## src/rtl/uart_arb_pkg.sv

```systemverilog
// Shared types and constants for the UART transmit arbiter.
package uart_arb_pkg;

  localparam int UART_BYTE_W = 8;

  typedef enum logic [1:0] {
    IDLE,
    ISSUE,
    WAIT_START,
    WAIT_DONE
  } arb_state_t;

endpackage

```

## src/rtl/rr_picker.sv

```systemverilog
// Combinational round-robin picker: first eligible requester at or after `start`,
// wrapping around, returned both one-hot and as an index.
module rr_picker #(
  parameter  int N     = 4,
  localparam int IDX_W = $clog2(N)
) (
  input  logic [N-1:0]     eligible,
  input  logic [IDX_W-1:0] start,
  output logic [N-1:0]     grant,
  output logic [IDX_W-1:0] grant_idx
);

  logic [IDX_W-1:0] cand;
  logic             found;

  always_comb begin
    grant     = '0;
    grant_idx = '0;
    cand      = '0;
    found     = 1'b0;
    for (int off = 0; off < N; off++) begin
      cand = IDX_W'((int'(start) + off) % N);
      if (!found && eligible[cand]) begin
        found       = 1'b1;
        grant[cand] = 1'b1;
        grant_idx   = cand;
      end
    end
  end

endmodule

```

## src/rtl/uart_tx_arbiter.sv

```systemverilog
// Round-robin arbiter sharing one UART transmitter among NUM_REQ byte producers,
// with an optional per-requester lock that keeps multi-byte messages contiguous.
module uart_tx_arbiter
  import uart_arb_pkg::*;
#(
  parameter  int NUM_REQ  = 4,
  parameter  int START_TO = 16,
  localparam int IDX_W    = $clog2(NUM_REQ),
  localparam int CNT_W    = $clog2(START_TO + 1)
) (
  input  logic                                  clock,
  input  logic                                  rst,
  input  logic [NUM_REQ-1:0]                    req_valid,
  input  logic [NUM_REQ-1:0][UART_BYTE_W-1:0]   req_data,
  input  logic [NUM_REQ-1:0]                    req_last,
  input  logic [NUM_REQ-1:0]                    req_lock,
  output logic [NUM_REQ-1:0]                    req_ready,
  output logic [UART_BYTE_W-1:0]                tx_data,
  output logic                                  tx_send,
  input  logic                                  tx_busy,
  output logic [IDX_W-1:0]                      grant_id,
  output logic                                  locked,
  output logic                                  tx_timeout
);

  arb_state_t       state;
  logic [CNT_W-1:0] start_cnt;
  logic [NUM_REQ-1:0] owner_mask;
  logic [NUM_REQ-1:0] eligible;
  logic [NUM_REQ-1:0] pick_grant;
  logic [IDX_W-1:0]   pick_idx;
  logic [IDX_W-1:0]   search_start;
  logic               accept;

  // While locked only the current owner may compete; the search resumes after the last winner.
  always_comb begin
    owner_mask           = '0;
    owner_mask[grant_id] = 1'b1;
    eligible     = locked ? (req_valid & owner_mask) : req_valid;
    search_start = (grant_id == IDX_W'(NUM_REQ - 1)) ? '0 : grant_id + IDX_W'(1);
    accept       = rst && (state == IDLE) && !tx_busy && (|eligible);
    req_ready    = accept ? pick_grant : '0;
  end

  rr_picker #(
    .N(NUM_REQ)
  ) u_picker (
    .eligible (eligible),
    .start    (search_start),
    .grant    (pick_grant),
    .grant_idx(pick_idx)
  );

  always_ff @(posedge clock or negedge rst) begin
    if (!rst) begin
      state      <= IDLE;
      start_cnt  <= '0;
      tx_data    <= '0;
      tx_send    <= 1'b0;
      grant_id   <= IDX_W'(NUM_REQ - 1);
      locked     <= 1'b0;
      tx_timeout <= 1'b0;
    end else begin
      tx_send    <= 1'b0;
      tx_timeout <= 1'b0;
      case (state)
        IDLE: begin
          if (accept) begin
            tx_data  <= req_data[pick_idx];
            grant_id <= pick_idx;
            tx_send  <= 1'b1;
            state    <= ISSUE;
            if (req_last[pick_idx])      locked <= 1'b0;
            else if (req_lock[pick_idx]) locked <= 1'b1;
          end
        end
        ISSUE: begin
          start_cnt <= '0;
          state     <= WAIT_START;
        end
        // Decided one count early so the registered pulse lands START_TO cycles after ISSUE.
        WAIT_START: begin
          if (tx_busy) begin
            state <= WAIT_DONE;
          end else if (start_cnt == CNT_W'(START_TO - 2)) begin
            tx_timeout <= 1'b1;
            locked     <= 1'b0;
            state      <= IDLE;
          end else begin
            start_cnt <= start_cnt + CNT_W'(1);
          end
        end
        WAIT_DONE: begin
          if (!tx_busy) state <= IDLE;
        end
        default: state <= IDLE;
      endcase
    end
  end

endmodule
```

## config.mk

```make
export PLATFORM = sky130hd
export DESIGN_NAME = uart_tx_arbiter
export DESIGN_NICKNAME = d
export VERILOG_FILES = /design/src/rtl/uart_arb_pkg.sv /design/src/rtl/rr_picker.sv /design/src/rtl/uart_tx_arbiter.sv
export SDC_FILE = /design/constraint.sdc
export NUM_CORES = 1
export LEC_CHECK = 0
export CAP_MARGIN = 10
export CORE_MARGIN = 2
export CORE_UTILIZATION = 30
export CTS_CLUSTER_DIAMETER = 40
export DETAILED_ROUTE_END_ITERATION = 16
export GPL_ROUTABILITY_DRIVEN = 0
export PLACE_DENSITY_LB_ADDON = 0.25
export SYNTH_ARGS = -nofsm -noshare
export SYNTH_HDL_FRONTEND = slang
export SYNTH_SLANG_ARGS = --single-unit
export TNS_END_PERCENT = 10
```

## constraint.sdc

```tcl
create_clock -name clock -period 3.4 [get_ports clock]
set_input_delay 0.34 -clock clock [delete_from_list [all_inputs] [get_ports clock]]
set_output_delay 0.34 -clock clock [all_outputs]
set_load 0.01 [all_outputs]
```

==> metrics.txt, run 1 <==
status finished clean; Max Fclk 298.3 MHz; Overall Global Routing Usage 16.21%; Synth Net Count 274; Fillers 574; overall die area 6949 sq um; clock insertion delay at the later pin of the skew report 0.26 ns; share of cells above drive strength 1 16.21%; final critical-path share of the clock period 98.61%; count of warnings emitted by yosys 0; setup repair after global routing missed its margin yes; cell area after layout 2843 sq um; post-CTS clock slew at the launch and capture registers of the worst setup and hold paths 0.08 ns; average wire per standard cell 15.78 microns; reg2reg end locked$_DFFE_PN0P_; I/O pin total 64; initial core utilization 31.54%; reg-to-reg critical path startpoint grant_id[1]$_DFFE_PN1P_; detailed-routing iteration count for the pre-antenna-repair pass 4; Std-Cell Rows 28; power per cell area 983.4 nW/um^2; clock period minus final worst setup slack 3.353 ns; worst setup path endpoint req_ready[1]; Max rail drop VDD 0.3281 mV; post-synthesis sequential element count 20; H-tree levels 1; number of standard cells after synthesis 217; critical path required time 3.06 ns; number of buffers inserted for hold repair after clock tree synthesis 0; core area 5991 sq um; root cell of the clock tree clkbuf_8; Startpoint Class flop; grt total ovfl 0; Hold/Removal Path Class primary input to async pin; Seq/Total Area, Yosys 26.62%; Synth cell types 56; cell area after placement 2649 sq um; Antenna Violating Nets Remaining 0; via count of the first global-routing pass 1921; non-filler cells in the finished layout 365; Worst R2R Path Depth 10; fraction of synthesized cell area taken by the top area cell type 23.84%; Layout Utilization 47.45%; post-synthesis to final-layout area growth 50.46%; total instance count after detailed placement 355; kind of capture point of the worst setup path primary output; number of max-slew violations in the final report 0; via density per instance 5.334; CTS tree yes; via total after detailed routing 1947; antenna violations before repair 0; Residual DRC 0; measured slew at the worst slew-check pin 0.5465 ns; largest cells by area after synthesis dfrtp_1 24%, mux2i_1 9.0%, ha_1 6.6%; count of clock tree sinks 20; number of I/O port buffers 63; drt total wl 5761 microns; launching element of the worst setup path grant_id[1]$_DFFE_PN1P_; critical path type flop to primary output; count of endpoints failing hold in the final timing report 0; violation count after the first detailed-routing iteration 151; Lkg Pwr 0.001187 uW; worst clock skew 0.004184 ns; area leader, netlist dfrtp_1; r2r setup slk 0.17 ns; Max transition margin 63.35%; Worst Path Max Fanout 7; worst path arrival time 3.01 ns; total of endpoints with negative setup slack in the final report 0; detailed placer's ending HPWL 4439 microns; wire length of the first global-routing pass 9363 microns; average cell area after synthesis 8.707 sq um; Maximum Capacitance Violations 0; Bufs on Longest Clock Path 2; Die Y-Extent 83.36 microns; pin count of the biggest net entering global routing 21; Inserted Diodes 0; Die W 83.36 microns; summed instance area of the synthesized netlist 1889 sq um; layout net count 348; CTS Buf Count 3
[cell type report]
type                            count  area [sq um]  area share, %
Multi-Input combinational cell    180          1381          48.59
Tap cell                           75         93.84          3.301
Timing Repair Buffer               76         755.7          26.58
Sequential cell                    20         503.0          17.69
Clock inverter                      1         30.03          1.056
Inverter                           10         37.54          1.320
Clock buffer                        3         41.29          1.452
[cell usage in the layout (no fill, tap or decap), types with 2 or more instances in the layout]
cell type,count
ha_2,2
nor2_1,16
a22oi_1,5
nand3_2,3
o21ai_0,16
a221oi_1,4
nand2_1,21
nor2b_1,3
and3_1,2
mux4_2,3
ha_1,8
mux2i_1,17
nand2b_2,2
clkdlybuf4s50_1,62
o31ai_1,2
a21oi_1,7
inv_1,10
o21ai_1,3
nand2b_1,5
clkbuf_8,3
or2_2,2
a211oi_1,3
o221ai_1,9
or2_1,2
a31oi_1,2
nand3_1,6
and2_1,7
buf_12,2
dfstp_2,2
buf_4,11
dfrtp_1,18
[registers in the layout, summed over array words and instances, names as in the netlist]
signal and flops:
state 2, start_cnt 5, locked 1, tx_timeout 1, tx_data 8, tx_send 1, grant_id 2
[how the worst min path moves through the flow]
stage	endpoint	slack (ns)	depth (start not counted)
2_1_floorplan	locked$_DFFE_PN0P_	0.04	0
3_3_place_gp	tx_data[4]$_DFFE_PN0P_	0.47	2
4_1_cts	tx_data[6]$_DFFE_PN0P_	0.49	2
3_5_place_dp	tx_data[0]$_DFFE_PN0P_	0.48	2
5_1_grt	tx_data[6]$_DFFE_PN0P_	0.52	2
6_report	tx_data[6]$_DFFE_PN0P_	0.48	2
[timing repair]
| action | in CTS | in global routing |
|---|---|---|
| gates resized for setup | 5 | 9 |
| cloned | 1 | 0 |
| setup endpoints to repair | 4 | 14 |
| pin swaps | 1 | 0 |
| buffers inserted | 5 | 0 |
[synthesized netlist by cell type (all sizes together)]
library cell,n
nand2,22
o21ai,19
dfrtp,18
nor2,18
mux2i,17
ha,10
inv,10
nand3,10
o221ai,9
a21oi,8
and2,8
nand2b,7
a221oi,5
a22oi,5
buf,5
or2,4
a211oi,3
and3,3
clkbuf,3
nor2b,3
a21boi,2
a31oi,2
dfstp,2
mux4,2
nand3b,2
nor3,2
o31ai,2
o41ai,2
a2111o,1
a21o,1
a311o,1
a311oi,1
a32o,1
a32oi,1
a41o,1
and2b,1
and3b,1
and4,1
nand4,1
nand4b,1
nor3b,1
o311a,1
[cell families (layout without fill, tap and decap cells)]
family          after synthesis  in the layout  share of synthesized area, %
simple gates                 85             85                         24.70
flops                        20             20                         26.62
fa+ha+maj                    10             10                         6.623
mux                          19             20                         11.39
compound gates               65             65                         25.76
buf+inv                      18             90                         4.901
[worst max-delay path, cell delays in order, from the launching register on]
cell,delay [ns]
dfstp_2,0.61
ha_1,0.22
nand2b_2,0.15
nand2_1,0.13
mux4_2,0.55
a21oi_4,0.21
a22oi_1,0.09
nor2_1,0.12
a221oi_2,0.05
nor2_1,0.08
clkdlybuf4s50_1,0.54
[per-layer routing]
layer / up-vias / wire, microns / part of all wire [%] / track usage [%]
met5: - / 0 / 0 / 0
met4: 0 / 55 / 0.95 / 2.981
met3: 6 / 183 / 3.2 / 2.883
met2: 42 / 2927 / 51 / 28.23
met1: 937 / 2595 / 45 / 21.12
li1: 962 / - / - / -
[through the flow]
stage | hold slack [ns] | power, uW | setup TNS (ns) | setup slack [ns]
floorplan | 0.04441 | 1801 | 0 | 0.4324
global placement | 0.4703 | 2362 | 0 | 0.2086
detailed placement | 0.4816 | 2370 | 0 | 0.1291
CTS | 0.4939 | 2764 | 0 | 0.01455
global route | 0.5153 | 3009 | -0.3212 | -0.1149
finish | 0.4766 | 2796 | 0 | 0.04743
[where the power goes]
| part | switching [uW] | leakage, uW | internal, uW |
|---|---|---|---|
| clock | 83.9 | 0.0000357 | 157 |
| sequential | 86.0 | 0.000256 | 330 |
| combinational | 1100 | 0.000896 | 1040 |
Note: power is estimated with default switching activity, not from simulation.
==> run 2, diff against run 1 <==
--- a/config.mk
+++ b/config.mk
@@ -9,9 +9,12 @@
 export CORE_MARGIN = 2
 export CORE_UTILIZATION = 30
 export CTS_CLUSTER_DIAMETER = 40
+export CTS_CLUSTER_SIZE = 12
 export DETAILED_ROUTE_END_ITERATION = 16
 export GPL_ROUTABILITY_DRIVEN = 0
 export PLACE_DENSITY_LB_ADDON = 0.25
+export RECOVER_POWER = 50
+export SLEW_MARGIN = 15
 export SYNTH_ARGS = -nofsm -noshare
 export SYNTH_HDL_FRONTEND = slang
 export SYNTH_SLANG_ARGS = --single-unit
==> run 2 against run 1 <==
  * Clock power hardly changed
  * Sequential share of layout area is essentially flat
  * Critical path depth stayed put
  * Combinational power hardly changed
  * Final cell count stayed put
  * Sequential cell count did not move
  * Utilization decreased by 0.063 points
  * Fmax barely moved
  * Via count rose by 0.10%
==> metrics.txt, run 2 (synthesis gave the netlist of run 1 again) <==
status finished clean; wire length of the first global-routing pass 9363 microns (unchanged); layout net count 348 (unchanged); share of cells above drive strength 1 15.86% (-0.34 points); end point of the worst hold path tx_data[0]$_DFFE_PN0P_; Net Sw Power 1270 uW (about the same); via total after detailed routing 1949 (+0.10%); count of clock tree sinks 20 (unchanged); grt total ovfl 0 (unchanged); violation count after the first detailed-routing iteration 151 (unchanged); via density per instance 5.340 (+0.10%); crit path max-delay cell type dfstp_2; commonest non-fill, non-tap cell in the layout clkdlybuf4s50_1; Max rail drop VDD 0.3284 mV (about the same); power per cell area 984.1 nW/um^2 (about the same); Worst Hold Launch tx_data[0]$_DFFE_PN0P_; r2r setup slk 0.17 ns (about the same); final critical-path share of the clock period 98.60% (about the same); flip-flop count of the largest register after layout 8 (unchanged); Lkg Pwr 0.001187 uW (about the same); sequential cell area in the final layout 503.0 sq um (unchanged); Max Fclk 298.3 MHz (about the same); Pwr Total 2794 uW (about the same); detailed placer's ending HPWL 4439 microns (unchanged); average wire per standard cell 15.76 microns (-0.12%); kind of capture point of the worst setup path primary output; H-tree levels 1 (unchanged); cell area after placement 2649 sq um (unchanged); clock period minus final worst setup slack 3.353 ns (-0.00003900 ns); critical-path cell list ha_1 > nand2b_2 > nand2_1 > mux4_2 > a21oi_4 > a22oi_1 > nor2_1 > a221oi_2 > nor2_1 > clkdlybuf4s50_1; setup slack after placement 0.1291 ns (unchanged); critical path type flop to primary output; total of endpoints with negative setup slack in the final report 0 (unchanged); Antenna Violating Nets Remaining 0 (unchanged); worst clock skew 0.004183 ns (-0.0000006700 ns); Die Y-Extent 83.36 microns (unchanged); slowest cell delay on critical path 0.61 ns (about the same); Overall Global Routing Usage 16.21% (unchanged); Hold/Removal Path Class flop to flop; root cell of the clock tree clkbuf_8; Bufs on Longest Clock Path 2 (unchanged); number of buffers inserted for hold repair after clock tree synthesis 0 (unchanged); combinational group share of total power 76.5% (about the same); switching share of power 45.44% (about the same); register with the most flip-flops tx_data; Inserted Diodes 0 (unchanged); internal cell power 1524 uW (about the same); buffers plus inverters on the worst setup path 1 (unchanged); setup slack of the critical path after layout 0.04747 ns (+0.00003900 ns); top flop regs tx_data x8, start_cnt x5; count of endpoints failing hold in the final timing report 0 (unchanged); via count of the first global-routing pass 1921 (unchanged); non-filler cells in the finished layout 365 (unchanged); post-CTS clock slew at the launch and capture registers of the worst setup and hold paths 0.08 ns (about the same); Hold Path Cell Cnt 2; CTS Buf Count 3 (unchanged); critical path's most frequent cell nor2_1; CTS tree yes; initial core utilization 31.54% (unchanged); worst path arrival time 3.01 ns (about the same); cell area after layout 2839 sq um (-0.13%); Die W 83.36 microns (unchanged); I/O pin total 64 (unchanged); Worst Path Max Fanout 7 (unchanged); Startpoint Class flop; area used by multi-input combinational logic 1381 sq um (unchanged); critical path required time 3.06 ns (about the same); reg-to-reg critical path startpoint grant_id[1]$_DFFE_PN1P_; measured slew at the worst slew-check pin 1.123 ns (+0.5768 ns); reg2reg end locked$_DFFE_PN0P_; pin count of the biggest net entering global routing 21 (unchanged); overall die area 6949 sq um (unchanged); Max transition margin 25.11% (-38 points); Residual DRC 0 (unchanged); Std-Cell Rows 28 (unchanged); largest delay contributor family on the critical path flip-flops; clock network fraction of total power 8.6% (about the same); Fillers 574 (unchanged); clock insertion delay at the later pin of the skew report 0.26 ns (about the same); drt total wl 5754 microns (-0.12%); setup repair after global routing missed its margin yes; leading cell types in the layout, fill and taps excluded 60 x clkdlybuf4s50_1, 21 x nand2_1, 18 x dfrtp_1; core area 5991 sq um (unchanged); total instance count after detailed placement 355 (unchanged); number of I/O port buffers 63 (unchanged); number of max-slew violations in the final report 0 (unchanged); detailed-routing iteration count for the pre-antenna-repair pass 4 (unchanged); Maximum Capacitance Violations 0 (unchanged); part of the power in registers 14.9% (about the same); post-synthesis to final-layout area growth 50.26%; Worst R2R Path Depth 10 (unchanged); antenna violations before repair 0 (unchanged)
run 2: layer usage:
metal	global-route usage [%]	up-vias	wire (microns)
li1	-	963	-
met1	21.12	938	2584
met2	28.23	42	2930
met3	2.883	6	183
met4	2.981	0	55
met5	0	-	0
run 2: final cells by class:
cell class	instances	share of cell area, %
flip-flops and latches	20	17.72
inverters	10	1.322
clock buffers	3	1.454
well taps	75	3.305
multi-input cells	180	48.66
repair buffers	76	26.49
clock inverters	1	1.058
run 2: worst max-delay path by stage:
stage | slack [ns] | from | cells past startpoint | to
2_1_floorplan | 0.43 | grant_id[0]$_DFFE_PN1P_ | 9 | locked$_DFFE_PN0P_
3_3_place_gp | 0.21 | grant_id[0]$_DFFE_PN1P_ | 8 | req_ready[1]
3_5_place_dp | 0.13 | grant_id[0]$_DFFE_PN1P_ | 8 | req_ready[1]
4_1_cts | 0.01 | grant_id[1]$_DFFE_PN1P_ | 9 | req_ready[1]
5_1_grt | -0.11 | grant_id[1]$_DFFE_PN1P_ | 11 | req_ready[1]
6_report | 0.05 | grant_id[1]$_DFFE_PN1P_ | 10 | req_ready[1]
run 2: timing repair:
item	CTS	global route
pin swaps	1	0
resized for setup	5	9
hold endpoints to repair	0	0
endpoints found under the setup margin	4	14
cloned	1	0
setup buffers	5	0
run 2: worst register-to-register path: cells and delay by family (launching register included):
kind	cells	cell delay, ns
buffers and inverters	2	0.31
AND/OR/NAND/NOR	4	0.83
multiplexers	1	0.53
adder cells (fa/ha/maj)	1	0.22
flip-flops	1	0.61
AO/OA/AOI/OAI	2	0.62
run 2: per-stage QoR:
| step | setup TNS, ns | hold slack (ns) | utilization [%] |
|---|---|---|---|
| floorplan | 0 | 0.04441 | - |
| global placement | 0 | 0.4703 | 44.21 |
| detailed placement | 0 | 0.4816 | 44.21 |
| CTS | 0 | 0.4939 | 46.97 |
| global route | -0.3212 | 0.5347 | 47.39 |
| finish | 0 | 0.4940 | 47.39 |
run 2: power by group through the flow:
stage,clock (uW),sequential (uW),combinational (uW)
after floorplan,0,438,1360
after global placement,0,424,1940
after detailed placement,0,428,1940
after CTS,249,416,2100
after global routing,262,435,2310
final,241,416,2140
